--- src/rtl/pc_branch_ctrl_pkg.sv ---
// Shared encodings for the PC/branch stage: opcodes, condition codes, FSM states
// and the branch-offset helper.
package pc_branch_ctrl_pkg;

  localparam logic [3:0] OP_B   = 4'b1100;
  localparam logic [3:0] OP_BR  = 4'b1101;
  localparam logic [3:0] OP_PCS = 4'b1110;
  localparam logic [3:0] OP_HLT = 4'b1111;

  localparam logic [2:0] CC_NE  = 3'b000;
  localparam logic [2:0] CC_EQ  = 3'b001;
  localparam logic [2:0] CC_GT  = 3'b010;
  localparam logic [2:0] CC_LT  = 3'b011;
  localparam logic [2:0] CC_GE  = 3'b100;
  localparam logic [2:0] CC_LE  = 3'b101;
  localparam logic [2:0] CC_OV  = 3'b110;
  localparam logic [2:0] CC_UNC = 3'b111;

  typedef enum logic {
    ST_RUN  = 1'b0,
    ST_HALT = 1'b1
  } state_e;

  // Branch displacement: sign-extended word offset converted to a byte offset.
  function automatic logic [15:0] branch_offset(input logic [8:0] imm9);
    return {{6{imm9[8]}}, imm9, 1'b0};
  endfunction

endpackage

--- src/rtl/pc_branch_ctrl_br_cond.sv ---
// Condition-code evaluator shared with the ALU flag logic; purely combinational.
module pc_branch_ctrl_br_cond
  import pc_branch_ctrl_pkg::*;
(
  input  logic [2:0] ccc,
  input  logic       n_flag,
  input  logic       z_flag,
  input  logic       v_flag,
  output logic       cond
);

  // Map the 3-bit condition code onto the current flag values.
  always_comb begin
    cond = 1'b0;
    case (ccc)
      CC_NE:   cond = !z_flag;
      CC_EQ:   cond = z_flag;
      CC_GT:   cond = !z_flag && !n_flag;
      CC_LT:   cond = n_flag;
      CC_GE:   cond = z_flag || (!z_flag && !n_flag);
      CC_LE:   cond = n_flag || z_flag;
      CC_OV:   cond = v_flag;
      CC_UNC:  cond = 1'b1;
      default: cond = 1'b0;
    endcase
  end

endmodule

--- src/rtl/pc_branch_ctrl.sv ---
// Program counter, branch resolution, halt state and retired-instruction counter
// of the 16-bit single-cycle core.
module pc_branch_ctrl
  import pc_branch_ctrl_pkg::*;
#(
  parameter logic [15:0] PC_RESET = 16'h0000,
  parameter int          CNT_W    = 16
) (
  input  logic             clk,
  input  logic             rst,
  input  logic             stall,
  input  logic [15:0]      instr,
  input  logic [15:0]      br_reg,
  input  logic             N_Flag,
  input  logic             Z_Flag,
  input  logic             V_Flag,
  output logic [15:0]      pc,
  output logic [15:0]      pc_plus2,
  output logic             taken,
  output logic             halted,
  output logic [CNT_W-1:0] retired
);

  state_e           state_r;
  logic [15:0]      pc_r;
  logic             halted_r;
  logic [CNT_W-1:0] retired_r;

  logic [3:0]  opcode_s;
  logic [2:0]  ccc_s;
  logic [8:0]  imm9_s;
  logic        cond_s;
  logic        exec_s;
  logic [15:0] pc_plus2_s;
  logic [15:0] pc_next_s;

  assign opcode_s   = instr[15:12];
  assign ccc_s      = instr[11:9];
  assign imm9_s     = instr[8:0];
  assign pc_plus2_s = pc_r + 16'h0002;
  assign exec_s     = (state_r == ST_RUN) && !stall;

  pc_branch_ctrl_br_cond u_br_cond (
    .ccc    (ccc_s),
    .n_flag (N_Flag),
    .z_flag (Z_Flag),
    .v_flag (V_Flag),
    .cond   (cond_s)
  );

  // Select the next PC for an executing instruction; BR targets are taken verbatim.
  always_comb begin
    pc_next_s = pc_plus2_s;
    case (opcode_s)
      OP_B: begin
        if (cond_s) begin
          pc_next_s = pc_plus2_s + branch_offset(imm9_s);
        end else begin
          pc_next_s = pc_plus2_s;
        end
      end
      OP_BR: begin
        if (cond_s) begin
          pc_next_s = br_reg;
        end else begin
          pc_next_s = pc_plus2_s;
        end
      end
      OP_HLT:  pc_next_s = pc_r;
      default: pc_next_s = pc_plus2_s;
    endcase
  end

  // Branch-taken indication, suppressed while halted or stalled.
  always_comb begin
    if (exec_s && ((opcode_s == OP_B) || (opcode_s == OP_BR))) begin
      taken = cond_s;
    end else begin
      taken = 1'b0;
    end
  end

  // State, PC and retired counter; HALT is left only through reset.
  always_ff @(posedge clk) begin
    if (rst) begin
      state_r   <= ST_RUN;
      pc_r      <= PC_RESET;
      halted_r  <= 1'b0;
      retired_r <= '0;
    end else if (exec_s) begin
      pc_r      <= pc_next_s;
      retired_r <= retired_r + CNT_W'(1'b1);
      if (opcode_s == OP_HLT) begin
        state_r  <= ST_HALT;
        halted_r <= 1'b1;
      end else begin
        state_r  <= state_r;
        halted_r <= halted_r;
      end
    end else begin
      state_r   <= state_r;
      pc_r      <= pc_r;
      halted_r  <= halted_r;
      retired_r <= retired_r;
    end
  end

  assign pc       = pc_r;
  assign pc_plus2 = pc_plus2_s;
  assign halted   = halted_r;
  assign retired  = retired_r;

endmodule

--- config.mk ---
export PLATFORM = sky130hd
export DESIGN_NAME = pc_branch_ctrl
export DESIGN_NICKNAME = d
export VERILOG_FILES = /design/src/rtl/pc_branch_ctrl_pkg.sv /design/src/rtl/pc_branch_ctrl_br_cond.sv /design/src/rtl/pc_branch_ctrl.sv
export SDC_FILE = /design/constraint.sdc
export NUM_CORES = 1
export LEC_CHECK = 0
export BUFFER_PORTS_ARGS = -buffer_cell sky130_fd_sc_hd__buf_2
export CORE_ASPECT_RATIO = 0.75
export CORE_UTILIZATION = 56
export DETAILED_ROUTE_END_ITERATION = 7
export PLACE_DENSITY = 0.91
export SYNTH_ARGS = -nofsm -noshare
export SYNTH_HDL_FRONTEND = slang
export SYNTH_SLANG_ARGS = --single-unit
--- constraint.sdc ---
create_clock -name clk -period 6.8 [get_ports clk]
set_clock_uncertainty 0.1 [all_clocks]
set_input_delay 0.34 -clock clk [delete_from_list [all_inputs] [get_ports clk]]
set_output_delay 0.34 -clock clk [all_outputs]
set_load 0.1 [all_outputs]
==> results.md <==
- Maximum root-to-sink buffer count: 2
- H-tree levels: 2
- Syn_nets: 413
- Ys async rst share: 0
- Via count: 2992
- Crit Reg-Reg Startpoint: pc[1]$_SDFFE_PP0P_
- Setup bufs post-CTS: 0
- FILL cells: 375
- First-pass GRT wire length: 12400 µm
- Metal2 WL: 3310 µm
- Gr ovfl total: 0
- Final WS setup: 3.35 ns
- Post-route minimum period: 3.45 ns
- Post-synth EDFFs: 0
- Max VDD drop: 0.146 mV
- Sequential fraction of the synthesis area: 0.240
- Worst skew pair latency: 0.28 ns
- Outcome: completed
- Die ar.: 0.00520 mm²
- Multi-input gate area: 0.00199 mm²
- Layout area overhead: 19.2%
- Slew Limit Fails: 0
- Clock root buffer: clkbuf_8
- Met1 wire length: 3370 µm
- Site Rows: 21
- Post-Place Worst Slack: 3.42 ns
- Inserted Clock Buffers: 5
- Hold EP: pc[12]$_SDFFE_PP0P_
- Synth cell types: 58
- Max_cap viols: 0
- Final period utilization: 0.507
- Actual slew at the worst max-slew pin: 0.761 ns
- TritonCTS Sinks: 33
- Worst-case reg-to-reg path depth: 11
- Ys Warns: 0
- Iter 0 DRT Violations: 210
- Mapped cell area: 0.00275 mm²
- DR vias/cell: 6.07
- Chip height: 62.7 µm
- Post-CTS Hold Buffers: 0
- Post-route ant nets: 0
- Cell area power density: 167 mW/mm²
- Yosys reg bits: 33
- Ys flop type: dfxtp_1
- Overall routed net length: 7500 µm
- Routed wl met3: 712 µm
- RSZ-0062 raised after global routing: no
- CTS tree: done
- CTS clk-pin slew, worst paths: 0.07 ns
- Initial antenna violation count: 0
- Layout Nets: 493
- Hold Path Depth: 3
- Worst EP arrival: 3.58 ns
- R2R Path End: pc[14]$_SDFFE_PP0P_
- Die Span X: 82.9 µm
- Ports: 88
- Critical path endpoint category: flop
- Mean Syn Cell Area: 7.75 µm²
- Core region area: 0.00460 mm²
- R2R setup slack: 3.35 ns
- Final RePlAce weighted congestion: 0.969
- Number of setup violations in the final report: 0
- FF/Latch Area: 661 µm²
- Critical path type: flop to flop
- Final hold vios: 0
- Worst Path Required: 6.93 ns
- Diodes inserted: 0
- Worst min path class: input pin to flop
- DR DRC count: 0
- Setup crit start kind: flop
- Buffers added on ports: 87
- Vias in the first global route: 2710
- Peak Freq: 290 MHz
- Sum Neg Setup Slack: 0 ns
- Largest net degree at the start of global routing: 33
- Router iterations before antenna repair: 5
- Gr usage total: 0.290
- Highest routed layer: met4
- CP max FO: 7
- Leakage power: 1.64 nW
- Share of layout cells above drive strength 1: 0.239
- Post_cts resized: 0
- Post-Syn Instances: 355
- WL/cell: 15.2 µm
- DP HPWL: 5610 µm
- HP Start: br_reg[12]
- Worst Hold Margin: 0.220 ns
- Starting density of the core: 0.598
- Worst rel slew slack: 0.493
==> layer usage <==
metal | GRT usage | vias to the layer above
li1 | - | 1460
met1 | 0.402 | 1378
met2 | 0.460 | 140
met3 | 0.0608 | 14
met4 | 0.0711 | 0
met5 | 0 | -
==> where the power goes <==
group | internal, mW | switching (mW)
Sequential | 0.199 | 0.00880
Clock | 0.0710 | 0.0762
Combinational | 0.0501 | 0.142
==> critical path: stages, from the launching register on <==
cell and delay [ns]:
dfxtp_1 0.45, ha_1 0.30, nand3_2 0.17, nor2_1 0.19
and3_1 0.19, xor2_1 0.27, ha_1 0.36, a21oi_1 0.16
o21ai_0 0.21, o311a_1 0.38, or4b_1 0.51, nand3_1 0.09
==> worst max-delay path by stage <==
stage,start,endpoint,slack [ns]
finish,pc[1]$_SDFFE_PP0P_,pc[14]$_SDFFE_PP0P_,3.35
global placement,pc[1]$_SDFFE_PP0P_,pc[14]$_SDFFE_PP0P_,3.58
floorplan,pc[1]$_SDFFE_PP0P_,pc[14]$_SDFFE_PP0P_,1.45
detailed placement,pc[1]$_SDFFE_PP0P_,pc[14]$_SDFFE_PP0P_,3.42
CTS,pc[1]$_SDFFE_PP0P_,pc[14]$_SDFFE_PP0P_,3.39
global route,pc[1]$_SDFFE_PP0P_,pc[14]$_SDFFE_PP0P_,3.13
==> Yosys cell counts, types with 4 or more instances <==
| cell | number | area, µm² |
|---|---|---|
| a21o_1 | 9 | 67.6 |
| a21oi_1 | 22 | 110 |
| a31oi_1 | 4 | 25.0 |
| and2_1 | 4 | 25.0 |
| and3_1 | 8 | 50.1 |
| and4_1 | 4 | 35.0 |
| clkbuf_1 | 7 | 26.3 |
| dfxtp_1 | 33 | 661 |
| ha_1 | 19 | 238 |
| inv_1 | 8 | 30.0 |
| mux2i_1 | 4 | 40.0 |
| nand2_1 | 40 | 150 |
| nand3_1 | 10 | 50.1 |
| nand4_1 | 13 | 81.3 |
| nor2_1 | 37 | 139 |
| nor2b_1 | 6 | 37.5 |
| nor3_1 | 7 | 35.0 |
| o21a_1 | 7 | 52.6 |
| o21ai_0 | 23 | 115 |
| or3_1 | 4 | 25.0 |
| xnor2_1 | 9 | 78.8 |
| xor2_1 | 21 | 184 |
==> cells by family after synthesis <==
group | synth area share
AO/OA/AOI/OAI | 0.229
XOR/XNOR | 0.0955
adder cells (fa/ha/maj) | 0.0937
buffers and inverters | 0.0382
flip-flops | 0.240
multiplexers | 0.0187
AND/OR/NAND/NOR | 0.285
==> sequential cells by signal, summed over array words and instances, names as in the netlist <==
| signal | count |
|---|---|
| retired | 16 |
| halted | 1 |
| pc | 16 |
==> cell type report <==
type                       count  area share
sequential                    33       0.202
inverter                       8     0.00916
timing repair buffer          88       0.135
multi-input combinational    299       0.607
clock inverter                 2     0.00305
clock buffer                   6      0.0221
tap                           57      0.0218
==> through the flow <==
step / instance area (µm²) / instances / total power [mW] / util
after CTS: 3280 / 493 / 0.546 / 0.713
after detailed placement: 3190 / 485 / 0.402 / 0.695
after global placement: 3190 / 485 / 0.399 / 0.695
after global routing: 3280 / 493 / 0.571 / 0.713
after floorplan: 2750 / 355 / 0.362 / -
final: 3280 / 493 / 0.547 / 0.713
==> cell usage in the layout, fill, tap and decap left out, drive strengths merged, types with 3 or more instances in the layout <==
cell type   n
buf        88
a31oi       4
ha         19
nor2b       6
nor4        3
inv         8
nand2      40
nand3      11
and2        4
nor3        8
and4        4
clkbuf      6
mux2i       4
o21a        7
xnor2       9
dfxtp      33
nand4      14
a21o        9
xor2       21
nor2       39
or3         4
and3        8
a21oi      22
nor3b       3
a41oi       3
o21ai      23
Note: power is estimated with default switching activity, not from simulation.
